[src/rtl/audio_sample_packer.sv]
// audio_sample_packer: buffered HDMI 2-ch L-PCM audio sample packet builder.
// Optional AUDIO_SAMPLE_PACKER_DROP_COUNT_EN adds drop_count and underrun.
module audio_sample_packer #(
  parameter int         SAMPLE_WIDTH           = 24,
  parameter int         FIFO_DEPTH             = 8,
  parameter int         MAX_SAMPLES_PER_PACKET = 4,
  parameter logic [3:0] SAMPLING_FREQUENCY     = 4'b0000,
  parameter logic [3:0] WORD_LENGTH            = 4'b1011,
  parameter logic       COPYRIGHT_NOT_ASSERTED = 1'b1,
  parameter logic [7:0] CATEGORY_CODE          = 8'd0
) (
  input  logic                          clk_pixel,
  input  logic                          reset,
  input  logic [SAMPLE_WIDTH-1:0]       sample_left,
  input  logic [SAMPLE_WIDTH-1:0]       sample_right,
  input  logic                          sample_valid,
  output logic                          sample_ready,
  input  logic                          packet_req,
  output logic                          packet_valid,
  output logic [23:0]                   header,
  output logic [3:0][55:0]              sub,
`ifdef AUDIO_SAMPLE_PACKER_DROP_COUNT_EN
  output logic [15:0]                   drop_count,
  output logic                          underrun,
`endif
  output logic [$clog2(FIFO_DEPTH):0]   fifo_level
);

  localparam int AW = $clog2(FIFO_DEPTH);
  localparam int LW = AW + 1;
  localparam int DW = 2 * SAMPLE_WIDTH;

  function automatic logic [191:0] cs_block(
    input logic [3:0] ch
  );
    logic [191:0] cs;
    cs          = '0;
    cs[2]       = COPYRIGHT_NOT_ASSERTED;
    cs[15:8]    = CATEGORY_CODE;
    cs[23:20]   = ch;
    cs[27:24]   = SAMPLING_FREQUENCY;
    cs[35:32]   = WORD_LENGTH;
    return cs;
  endfunction

  localparam logic [191:0] CS_L = cs_block(4'd1);
  localparam logic [191:0] CS_R = cs_block(4'd2);

  logic [DW-1:0]  mem [FIFO_DEPTH];
  logic [AW-1:0]  wr_ptr;
  logic [AW-1:0]  rd_ptr;
  logic [LW-1:0]  level;
  logic [LW-1:0]  level_nx;
  logic           ready_q;
  logic [7:0]     fc;
  logic [7:0]     fc_nx;
  logic [8:0]     fc_sum;
  logic           push;
  logic [2:0]     n_avail;
  logic [2:0]     n_eff;
  logic           emit;
  logic [3:0]     mask;
  logic [3:0]     bflag;
  logic [3:0][55:0] sub_nx;
  logic [23:0]    hdr_nx;

  assign push         = sample_valid && ready_q;
  assign sample_ready = ready_q;
  assign fifo_level   = level;

  assign n_avail = (level > LW'(MAX_SAMPLES_PER_PACKET))
                 ? 3'(MAX_SAMPLES_PER_PACKET)
                 : 3'(level);
  assign emit    = packet_req && (n_avail != 3'd0);
  assign n_eff   = emit ? n_avail : 3'd0;

  assign level_nx = level + LW'(push) - LW'(n_eff);

  assign fc_sum = {1'b0, fc} + 9'(n_avail);
  assign fc_nx  = (fc_sum >= 9'd192) ? 8'(fc_sum - 9'd192)
                                     : fc_sum[7:0];

  for (genvar g = 0; g < 4; g++) begin : g_sub
    logic [AW-1:0] idx;
    logic [DW-1:0] ent;
    logic [23:0]   l24;
    logic [23:0]   r24;
    logic [8:0]    pos;
    logic [7:0]    cs_idx;
    logic          cl;
    logic          cr;
    logic          pl;
    logic          pr;
    logic          pres;

    assign idx    = rd_ptr + AW'(g);
    assign ent    = mem[idx];
    assign l24    = 24'(ent[DW-1 -: SAMPLE_WIDTH]) << (24 - SAMPLE_WIDTH);
    assign r24    = 24'(ent[SAMPLE_WIDTH-1:0]) << (24 - SAMPLE_WIDTH);
    assign pos    = {1'b0, fc} + 9'(g);
    assign cs_idx = (pos >= 9'd192) ? 8'(pos - 9'd192) : pos[7:0];
    assign cl     = CS_L[cs_idx];
    assign cr     = CS_R[cs_idx];
    assign pl     = ^{l24, cl};
    assign pr     = ^{r24, cr};
    assign pres   = 3'(g) < n_avail;

    assign mask[g]   = pres;
    assign bflag[g]  = pres && (cs_idx == 8'd0);
    assign sub_nx[g] = pres
      ? {pr, cr, 2'b00, pl, cl, 2'b00, r24, l24}
      : 56'd0;
  end

  assign hdr_nx = {4'h0, bflag, 3'b000, 1'b0, mask, 8'h02};

  // Sample-pair storage; contents need no reset
  always_ff @(posedge clk_pixel) begin
    if (push) begin
      mem[wr_ptr] <= {sample_left, sample_right};
    end
  end

  // FIFO pointers, occupancy and registered ready
  always_ff @(posedge clk_pixel) begin
    if (reset) begin
      wr_ptr  <= '0;
      rd_ptr  <= '0;
      level   <= '0;
      ready_q <= 1'b0;
    end else begin
      if (push) begin
        wr_ptr <= wr_ptr + AW'(1);
      end
      rd_ptr  <= rd_ptr + AW'(n_eff);
      level   <= level_nx;
      ready_q <= level_nx != LW'(FIFO_DEPTH);
    end
  end

  // Packet output registers and channel-status frame counter
  always_ff @(posedge clk_pixel) begin
    if (reset) begin
      packet_valid <= 1'b0;
      header       <= 24'h000002;
      sub          <= '0;
      fc           <= 8'd0;
    end else if (emit) begin
      packet_valid <= 1'b1;
      header       <= hdr_nx;
      sub          <= sub_nx;
      fc           <= fc_nx;
    end else begin
      packet_valid <= 1'b0;
    end
  end

`ifdef AUDIO_SAMPLE_PACKER_DROP_COUNT_EN
  // Saturating count of refused pushes and empty-request pulse
  always_ff @(posedge clk_pixel) begin
    if (reset) begin
      drop_count <= 16'd0;
      underrun   <= 1'b0;
    end else begin
      if (sample_valid && !ready_q && drop_count != 16'hFFFF) begin
        drop_count <= drop_count + 16'd1;
      end
      underrun <= packet_req && (level == '0);
    end
  end
`endif

endmodule

[config.mk]
export PLATFORM = sky130hd
export DESIGN_NAME = audio_sample_packer
export DESIGN_NICKNAME = d
export VERILOG_FILES = /design/src/rtl/audio_sample_packer.sv
export SDC_FILE = /design/constraint.sdc
export NUM_CORES = 1
export LEC_CHECK = 0
export ABC_CLOCK_PERIOD_IN_PS = 7600
export BUFFER_PORTS_ARGS = -buffer_cell sky130_fd_sc_hd__buf_4
export CORE_ASPECT_RATIO = 1.25
export CORE_MARGIN = 2
export CORE_UTILIZATION = 45
export CTS_BUF_LIST = sky130_fd_sc_hd__clkbuf_2
export DETAILED_ROUTE_END_ITERATION = 8
export GPL_ROUTABILITY_DRIVEN = 0
export PLACE_DENSITY = 0.68
export SYNTH_ARGS = -nofsm -noshare
export SYNTH_HDL_FRONTEND = slang
export SYNTH_SLANG_ARGS = --single-unit
[constraint.sdc]
create_clock -name clk_pixel -period 7.6 [get_ports clk_pixel]
set_clock_uncertainty 0.1 [all_clocks]
set_input_delay 0.76 -clock clk_pixel [delete_from_list [all_inputs] [get_ports clk_pixel]]
set_output_delay 0.76 -clock clk_pixel [all_outputs]
set_load 0.05 [all_outputs]
---- Word-level counts from Yosys, hierarchy flattened ----
Memory sizes are Yosys's and may differ from the RTL's. A register that Yosys moved wholly into a read port is not among the register bits.
Cells that the tools add are included.
storage, ports and cells
  bits in registers ....................... 252
  memory bits (writable) .................. 384
  ROM bits ................................ 2048
  bits of input ports ..................... 52
  output and inout port bits .............. 254
  logic and storage cells ................. 93
  memories ................................ 9
cells by class
  $add $sub $neg .......................... 16
  magnitude comparators ................... 14
  equal/unequal tests ..................... 1
  multiplexer cells ....................... 23
  reduce and logical (&&, ||, !) cells .... 19
memory list
  memory           depth  bits a word  read ports  clocked after Yosys merged registers in  wr ports  RTL line  text
  mem              8      48           4           1                                        1         49        logic [DW-1:0] mem [FIFO_DEPTH];
  (no name shown)  256    1            1           0                                        0         103       assign cr = CS_R[cs_idx];
  (no name shown)  256    1            1           0                                        0         102       assign cl = CS_L[cs_idx];
  (no name shown)  256    1            1           0                                        0         103
  (no name shown)  256    1            1           0                                        0         102
  (no name shown)  256    1            1           0                                        0         103
  +3 memories      -      -            -           -                                        -         -
operators by type and width
  kind                                                                number
  2-to-1 mux 56 bit                                                   4
  parity 25 bit                                                       8
  2-to-1 mux 8 bit                                                    5
  subtractor 8 bit (second input constant)                            5
  greater-or-equal comparator 9 x 8 -> 1 bit (second input constant)  4
  < comparator 8 x 9 -> 1 bit (second input constant)                 4
  logical NOT 8 bit                                                   4
  adder 8 x 2 -> 9 bit (second input constant)                        2
  2-to-1 mux 1 bit                                                    11
  adder 8 x 1 -> 9 bit (second input constant)                        1
  adder 8 x 3 -> 9 bit                                                1
  2-to-1 mux 3 bit                                                    3
  greater-or-equal comparator 8 bit (second input constant)           1
  adder 3 x 1 -> 3 bit (second input constant)                        2
  adder 3 x 2 -> 3 bit (second input constant)                        2
  logical AND 1 bit                                                   6
  < comparator 1 x 3 -> 1 bit (first input constant)                  2
  < comparator 2 x 3 -> 1 bit (first input constant)                  2
  adder 4 x 1 -> 4 bit                                                1
  > comparator 4 x 3 -> 1 bit (second input constant)                 1
  inequality test 4 bit (second input constant)                       1
  subtractor 4 x 3 -> 4 bit                                           1
  adder 3 bit                                                         1
  nonzero test 3 bit                                                  1

---- Depth between registers and ports, before layout ----
Gate-level depths: netlist of run 1.
  depth after elaboration ................. 7
  mapped depth ............................ 17
  depth with buffers taken out ............ 14

---- Worst setup path before layout of run 1 ----
No wires, ideal clock.
  path type ............................... reg-to-reg
  start point ............................. reg ready_q (netlist: sample_ready)
  end point ............................... mem mem[0][0] (netlist name) (enable)
  library setup time ...................... 0.574 ns
  arrival ................................. 5.560 ns
  required time ........................... 6.926 ns
  setup slack ............................. 1.366 ns
  cell stages (with the launch flop) ...... 3
  path buffers ............................ 0
  clock period less this slack ............ 6.234 ns
  cells stage by stage .................... dfxtp_1 > nand2_1 > nor4_1
on the way
  cells in the longest elaborated chain, start to end .. 3
ends and longest elaborated chain
  element                                 RTL line  text
  start: declaration                      54        logic ready_q;
  start signal: assignment                137       ready_q <= level_nx != LW'(FIFO_DEPTH);
  logical AND 1 bit                       67        assign push = sample_valid && ready_q;
  2-to-1 mux 1 bit                        119       if (push) begin
  2-to-1 mux 1 bit (not written as such)  120       mem[wr_ptr] <= {sample_left, sample_right};
  end: declaration                        49
Every way passes these cells.

---- Worst setup path after layout of run 1 ----
  start point ............................. reg rd_ptr[1]
  end point ............................... reg sub[111] (netlist name)
on the way
  cells in the longest elaborated chain, start to end .. 4
ends and longest elaborated chain
  element                   RTL line  text
  start: declaration        51        logic [AW-1:0] rd_ptr;
  start signal: assignment  135       rd_ptr <= rd_ptr + AW'(n_eff);
  adder 3 x 1 -> 3 bit      96        assign idx = rd_ptr + AW'(g);
  memory read (8 x 48 bit)  -
  parity 25 bit             105       assign pr = ^{r24, cr};
  2-to-1 mux 56 bit         111       ? {pr, cr, 2'b00, pl, cl, 2'b00, r24, l24}
  end signal: assignment    151       sub <= sub_nx;
  end: declaration          21        output logic [3:0][55:0] sub,
Every way passes these cells.
A chain may end at the register's enable or synchronous reset.

==> results.sh, run 1 <==
export IMPL_synth_edf_count=384
export IMPL_grt_overflow=0
export IMPL_synth_top_area_frac=0.363
export IMPL_setup_slack_ns=2.55
export IMPL_dieHeight_um=301
export IMPL_pre_cts_slack_ns=2.65
export IMPL_grt_pass1_vias=22400
export IMPL_setup_viol=0
export IMPL_ios=306
export IMPL_synth_most_common_cell="nor2_1"
export IMPL_clock_path_buffers=3
export IMPL_fin_worst_hold_slack_ns=0.171
export IMPL_synth_top_family_by_area="multiplexers"
export IMPL_intPower_w=0.00892
export IMPL_netlist_cell_type_count=63
export IMPL_routed_wirelength_mm=92.4
export IMPL_cp_data_required_time_ns=8.65
export IMPL_synth_xor_area_share=0.0629
export IMPL_cts_sinks=620
export IMPL_synth_seq_cells=620
export IMPL_synthTopCellsByArea="edfxtp_1, dfxtp_1, mux4_2"
export IMPL_io_buffer_count=273
export IMPL_grt_max_degree=138
export IMPL_min_period_ns=5.05
export IMPL_dp_cells=3504
export IMPL_drc=0
export IMPL_nets=2903
export IMPL_synth_simple_area_share=0.0630
export IMPL_critPathLaunchType="register"
export IMPL_synthAdderAreaFrac=0.0102
export IMPL_hpwl_mm=62.1
export IMPL_combPwrFrac=0.570
export IMPL_drtIter0Drc=1995
export IMPL_avgSynthCellArea_um2=13.0
export IMPL_clkTransAtPathRegs_ns=0.10
export IMPL_nFillCells=6065
export IMPL_clock_latency_ns=1.37
export IMPL_dieArea_um2=72800
export IMPL_swShare=0.432
export IMPL_p_leak_nw=12.8
export IMPL_setup_tns_ns=0
export IMPL_cts_tree="yes"
export IMPL_cp_max_fo=35
export IMPL_fp_row_count=108
export IMPL_yosys_warnings=0
export IMPL_ys_seq_area_frac=0.511
export IMPL_synth_main_ff_cell="edfxtp_1"
export IMPL_arrival_ns=6.10
export IMPL_async_flop_share=0
export IMPL_cts_root_buf="clkbuf_2"
export IMPL_yosysTopAreaCell="edfxtp_1"
export IMPL_cts_buffers=153
export IMPL_cts_setup_buffers=0
export IMPL_p_per_area_nw_per_um2=426
export IMPL_wl_per_cell_um=23.7
export IMPL_yosys_top_cells_count="nor2_1, mux2i_1, edfxtp_1"
export IMPL_p_sw_w=0.00679
export IMPL_drive_above_1_share=0.257
export IMPL_track_usage=0.252
export IMPL_first_pass_iters=7
export IMPL_core_um2=69700
export IMPL_irDropWorstVdd_mv=0.348
export IMPL_fin_crit_sh=0.664
export IMPL_antenna_found_initial=6
export IMPL_fin_cells=3894
export IMPL_rsz0062_at_grt="false"
export IMPL_worstMarginPinSlew_ns=1.06
export IMPL_place_area_um2=34300
export IMPL_fmax_mhz=198
export IMPL_pwr_share_seq=0.275
export IMPL_synthMuxAreaShare=0.254
export IMPL_synth_compound_area_frac=0.0569
export IMPL_maxCapViolCount=0
export IMPL_ant_nets=0
export IMPL_slew_headroom=0.291
export IMPL_vias_per_cell=5.72
export IMPL_htree_levels=4
export IMPL_clkPwrFrac=0.155
export IMPL_finalHoldViolations=0
export IMPL_cp_end_kind="register"
export IMPL_worstHoldPathType="in -> reg"
export IMPL_netlist_area_um2=31800
export IMPL_syn_inst=2443
export IMPL_fin_area_um2=36900
export IMPL_num_vias=22300
export IMPL_grt_pass1_wl_mm=138
export IMPL_crit_type="reg -> reg"
export IMPL_area_delta_synth_final_pct=16.0
export IMPL_start_util=0.456
export IMPL_maxSlewViolCount=0
export IMPL_die_x_um=242
export IMPL_status="completed"
flip-flops by register name (all words and copies together) (netlist names):
name,count
fc,8
fifo_level,4
header,8
mem,384
packet_valid,1
rd_ptr,3
sample_ready,1
sub,208
wr_ptr,3
timing repair:
| item | CTS | global route |
|---|---|---|
| hold buffers | 103 | 0 |
| resized for setup | 0 | 0 |
| endpoints found under the hold margin | 493 | 0 |
| endpoints found under the setup margin | 0 | 0 |
cell type report:
class	count	area (um2)	share of cell area
Timing Repair Buffer	407	3340	0.0907
Sequential cell	620	16300	0.441
Clock inverter	65	473	0.0128
Multi-Input combinational cell	1628	14500	0.392
Antenna cell	5	12.5	0.000339
Inverter	17	65.1	0.00176
Clock buffer	217	1090	0.0295
Tap cell	935	1170	0.0317
logic make-up (layout without fill, tap and decap cells):
kind of cell,after synthesis,count (layout)
flip-flops,620,620
AO/OA/AOI/OAI,292,292
buffers and inverters,225,706
multiplexers,576,576
AND/OR/NAND/NOR,490,490
other,2,37
adder cells (fa/ha/maj),24,24
XOR/XNOR,214,214
power by group through the flow:
stage	Sequential (W)	Clock (W)	Combinational, W
after floorplan	0.00530	0	0.00579
after global placement	0.00438	0	0.00876
after detailed placement	0.00439	0	0.00889
after CTS	0.00432	0.00251	0.00896
after global routing	0.00437	0.00267	0.00944
final	0.00432	0.00243	0.00896
path summary, 6_finish.rpt:
| kind | start | endpoint | slack, ns | cells past startpoint |
|---|---|---|---|---|
| worst max-delay path | rd_ptr[1]$_SDFF_PP0_ | sub[111]$_SDFFE_PP0N_ | 2.55 | 11 |
| worst max register to register | rd_ptr[1]$_SDFF_PP0_ | sub[111]$_SDFFE_PP0N_ | 2.55 | 11 |
| worst min-delay path | sample_right[18] | mem[6][18]$_DFFE_PP_ | 0.17 | 2 |
| worst min register to register | header[16]$_SDFFE_PP0N_ | header[16]$_SDFFE_PP0N_ | 0.36 | 2 |
worst max-delay path: stages, from the launching register on:
cell     delay (ns)
dfxtp_2        0.60
buf_4          0.68
ha_1           0.37
xor2_4         0.58
buf_4          0.63
mux4_2         0.62
xnor2_1        0.22
xnor2_1        0.17
xnor2_1        0.19
xnor3_1        0.27
xnor2_1        0.14
a22o_1         0.22
cells in the final DEF (no fill, tap or decap), types with 4 or more instances in the layout:
cell,instances
clkinvlp_4,6
diode_2,5
nor4_1,4
edfxtp_1,384
bufinv_16,7
xnor3_1,9
mux4_2,184
buf_4,301
inv_2,5
xnor2_1,172
and2_1,5
conb_1,32
nand2_1,30
a221oi_1,6
dlygate4sd3_1,103
nor3_1,9
dfxtp_1,233
ha_1,20
nand4_1,4
and3_1,5
clkinv_1,42
nor2b_1,8
a21oi_1,164
nor2_1,387
a21o_1,5
a22oi_1,20
clkbuf_2,217
inv_1,12
xor2_1,31
mux2i_1,389
a22o_1,12
nor3_2,4
or2_2,4
a211oi_1,52
nand3_1,10
clkinv_2,7
routing by layer:
| metal | part of all wire | GRT usage |
|---|---|---|
| met5 | 0.00014 | 0 |
| met4 | 0.037 | 0.113 |
| met1 | 0.39 | 0.313 |
| met3 | 0.087 | 0.0578 |
| met2 | 0.49 | 0.422 |
metrics by stage:
stage	total power, W	utilization
floorplan	0.0111	-
global placement	0.0131	0.491
detailed placement	0.0133	0.491
CTS	0.0158	0.529
global route	0.0165	0.529
finish	0.0157	0.529
Power figures use the tool's default switching activity.
==> inputs of run 2 (changes only) <==
--- a/config.mk
+++ b/config.mk
@@ -5,7 +5,8 @@
 export SDC_FILE = /design/constraint.sdc
 export NUM_CORES = 1
 export LEC_CHECK = 0
-export ABC_CLOCK_PERIOD_IN_PS = 7600
+export ABC_AREA = 1
+export ABC_CLOCK_PERIOD_IN_PS = 4900
 export BUFFER_PORTS_ARGS = -buffer_cell sky130_fd_sc_hd__buf_4
 export CORE_ASPECT_RATIO = 1.25
 export CORE_MARGIN = 2
==> constraint.sdc (replaced) <==
create_clock -name clk_pixel -period 4.9 [get_ports clk_pixel]
set_clock_uncertainty 0.1 [all_clocks]
set_input_delay 0.49 -clock clk_pixel [delete_from_list [all_inputs] [get_ports clk_pixel]]
set_output_delay 0.49 -clock clk_pixel [all_outputs]
set_load 0.05 [all_outputs]
==> results.sh, run 2 <==
export IMPL_grt_pass1_wl_mm=202
export IMPL_synthMuxAreaShare=0.00166
export IMPL_yosys_top_cells_count="nand2_1, nand3_1, edfxtp_1"
export IMPL_synth_main_ff_cell="edfxtp_1"
export IMPL_cp_data_required_time_ns=6.17
export IMPL_area_delta_synth_final_pct=15.2
export IMPL_die_x_um=258
export IMPL_cts_sinks=620
export IMPL_clock_path_buffers=3
export IMPL_largest_register="mem"
export IMPL_p_per_area_nw_per_um2=651
export IMPL_synthTopCellsByArea="edfxtp_1, nand2_1, dfxtp_1"
export IMPL_core_um2=80000
export IMPL_maxSlewViolCount=0
export IMPL_finalHoldViolations=0
export IMPL_antenna_found_initial=13
export IMPL_final_util=0.523
export IMPL_clkTransAtPathRegs_ns=0.10
export IMPL_fin_crit_sh=0.752
export IMPL_vias_per_cell=5.49
export IMPL_fp_row_count=116
export IMPL_track_usage=0.325
export IMPL_ant_nets=0
export IMPL_seq_area_um2=16300
export IMPL_grt_overflow=0
export IMPL_synth_compound_area_frac=0.0851
export IMPL_worstHoldPathType="in -> reg"
export IMPL_setup_viol=0
export IMPL_hp_start="sample_valid"
export IMPL_arrival_ns=4.95
export IMPL_netlist_area_um2=36300
export IMPL_cts_root_buf="clkbuf_2"
export IMPL_synth_seq_cells=620
export IMPL_cp_end_kind="register"
export IMPL_synth_edf_count=384
export IMPL_hold_path_endpoint="wr_ptr[0]$_SDFFE_PP0P_"
export IMPL_wl_per_cell_um=20.3
export IMPL_cts_buffers=161
export IMPL_rr_worst_depth=17
export IMPL_maxCapViolCount=0
export IMPL_netlist_cell_type_count=42
export IMPL_io_buffer_count=273
export IMPL_pre_cts_slack_ns=1.33
export IMPL_avgSynthCellArea_um2=6.95
export IMPL_ys_seq_area_frac=0.448
export IMPL_clock_latency_ns=1.48
export IMPL_drtIter0Drc=3911
export IMPL_worstMarginPinSlew_ns=1.08
export IMPL_fmax_mhz=271
export IMPL_cp_max_fo=15
export IMPL_first_pass_iters=7
export IMPL_synth_top_family_by_area="simple AND/OR/NAND/NOR gates"
export IMPL_async_flop_share=0
export IMPL_largest_reg_flops=384
export IMPL_num_vias=37000
export IMPL_yosysTopAreaCell="edfxtp_1"
export IMPL_place_area_um2=39200
export IMPL_mostFrequentLayoutCells="nand2_1, nand3_1, edfxtp_1, inv_1, buf_4"
export IMPL_setup_slack_ns=1.21
export IMPL_syn_inst=5220
export IMPL_routed_wirelength_mm=137
export IMPL_slew_headroom=0.279
export IMPL_synth_most_common_cell="nand2_1"
export IMPL_p_leak_nw=19.3
export IMPL_synth_xor_area_share=0.0120
export IMPL_min_period_ns=3.69
export IMPL_irDropWorstVdd_mv=0.410
export IMPL_mostFrequentLayoutCell="nand2_1"
export IMPL_r2r_slack_ns=1.21
export IMPL_critPathLaunchType="register"
export IMPL_status="completed"
export IMPL_multi_input_area_um2=17500
export IMPL_drive_above_1_share=0.114
export IMPL_ios=306
export IMPL_drc=0
export IMPL_rsz0062_at_grt="false"
export IMPL_grt_pass1_vias=33900
export IMPL_grt_max_degree=241
export IMPL_dieArea_um2=82900
export IMPL_nFillCells=7986
export IMPL_r2r_end="sub[111]$_SDFFE_PP0N_"
export IMPL_synthAdderAreaFrac=0.00890
export IMPL_setup_tns_ns=0
export IMPL_synth_simple_area_share=0.368
export IMPL_cts_resized=0
export IMPL_hpwl_mm=95.5
export IMPL_synth_top_area_frac=0.318
export IMPL_start_util=0.454
export IMPL_cts_tree="yes"
export IMPL_dieHeight_um=321
export IMPL_reg_top3="mem x384, sub x208"
export IMPL_hold_depth=5
export IMPL_crit_type="reg -> reg"
export IMPL_cts_setup_buffers=0
export IMPL_reg2reg_from="rd_ptr[2]$_SDFF_PP0_"
export IMPL_htree_levels=4
export IMPL_fin_area_um2=41800
export IMPL_nets=5620
export IMPL_yosys_warnings=0
## run 2: cell types whose count changed after synthesis, sizes merged, moves of 184 or more
cell,delta
nand2,+2422
nand3,+571
mux2i,-383
inv,+332
o21ai,+261
nor2,-232
mux4,-184
## run 2: critical path: stages (launching register included)
cell and delay [ns]:
dfxtp_1 1.05, xor2_4 0.55, buf_4 0.32, buf_4 0.18
nand3_1 0.08, nand2_1 0.10, nand2_1 0.06, nand2_1 0.13
inv_1 0.05, nand2_1 0.10, nand2_1 0.08, nand2_1 0.06
nand3_1 0.08, nand2_1 0.30, inv_1 0.07, nand2_1 0.07
nand3_1 0.06, a21oi_1 0.15
## run 2: how the worst max path moves through the flow
stage                       endpoint  cells after the start                     from  slack, ns
6_report       sub[111]$_SDFFE_PP0N_                     17     rd_ptr[2]$_SDFF_PP0_       1.21
5_1_grt        sub[111]$_SDFFE_PP0N_                     17     rd_ptr[2]$_SDFF_PP0_       1.00
4_1_cts        sub[111]$_SDFFE_PP0N_                     17     rd_ptr[2]$_SDFF_PP0_       1.32
3_5_place_dp   sub[111]$_SDFFE_PP0N_                     16     rd_ptr[2]$_SDFF_PP0_       1.33
3_3_place_gp   sub[111]$_SDFFE_PP0N_                     16     rd_ptr[2]$_SDFF_PP0_       1.38
2_1_floorplan    mem[0][0]$_DFFE_PP_                      4  sample_ready$_SDFF_PP0_       1.26
## run 2: layout make-up
| type | count | area share |
|---|---|---|
| Tap cell | 1062 | 0.0318 |
| Multi-Input combinational cell | 3975 | 0.419 |
| Antenna cell | 10 | 0.000599 |
| Clock buffer | 241 | 0.0289 |
| Inverter | 349 | 0.0317 |
| Clock inverter | 55 | 0.00856 |
| Sequential cell | 620 | 0.389 |
| Timing Repair Buffer | 437 | 0.0902 |
## run 2: routing by layer
| layer | wire [um] | part of all wire | GRT usage |
|---|---|---|---|
| met3 | 11800 | 0.086 | 0.0627 |
| met5 | 96 | 0.00070 | 0 |
| met1 | 49900 | 0.36 | 0.371 |
| met2 | 62800 | 0.46 | 0.530 |
| met4 | 12500 | 0.092 | 0.265 |
## run 2: power breakdown
group          switching (W)  internal, W
clock network        0.00230      0.00159
registers           0.000598      0.00625
logic                 0.0120      0.00451
total                 0.0149       0.0123
## run 2: per-stage QoR
step           hold WS, ns  std cells  total power (W)
6_report             0.184       6749           0.0272
5_1_grt              0.209       6746           0.0290
4_1_cts              0.115       6739           0.0270
3_5_place_dp         0.354       6340           0.0230
3_3_place_gp         0.353       6340           0.0229
2_1_floorplan        0.363       5250           0.0178
## run 2: cell families (layout without fill, tap and decap cells)
family,after synthesis,in the layout
buf+inv,655,1082
compound gates,575,575
xor+xnor,46,46
fa+ha+maj,24,24
other cells,2,42
mux,6,6
simple gates,3292,3292
flops,620,620
## run 2: repair_timing
item | CTS | global route
endpoints found under the hold margin | 585 | 0
hold buffers | 103 | 0
setup endpoints to repair | 0 | 0
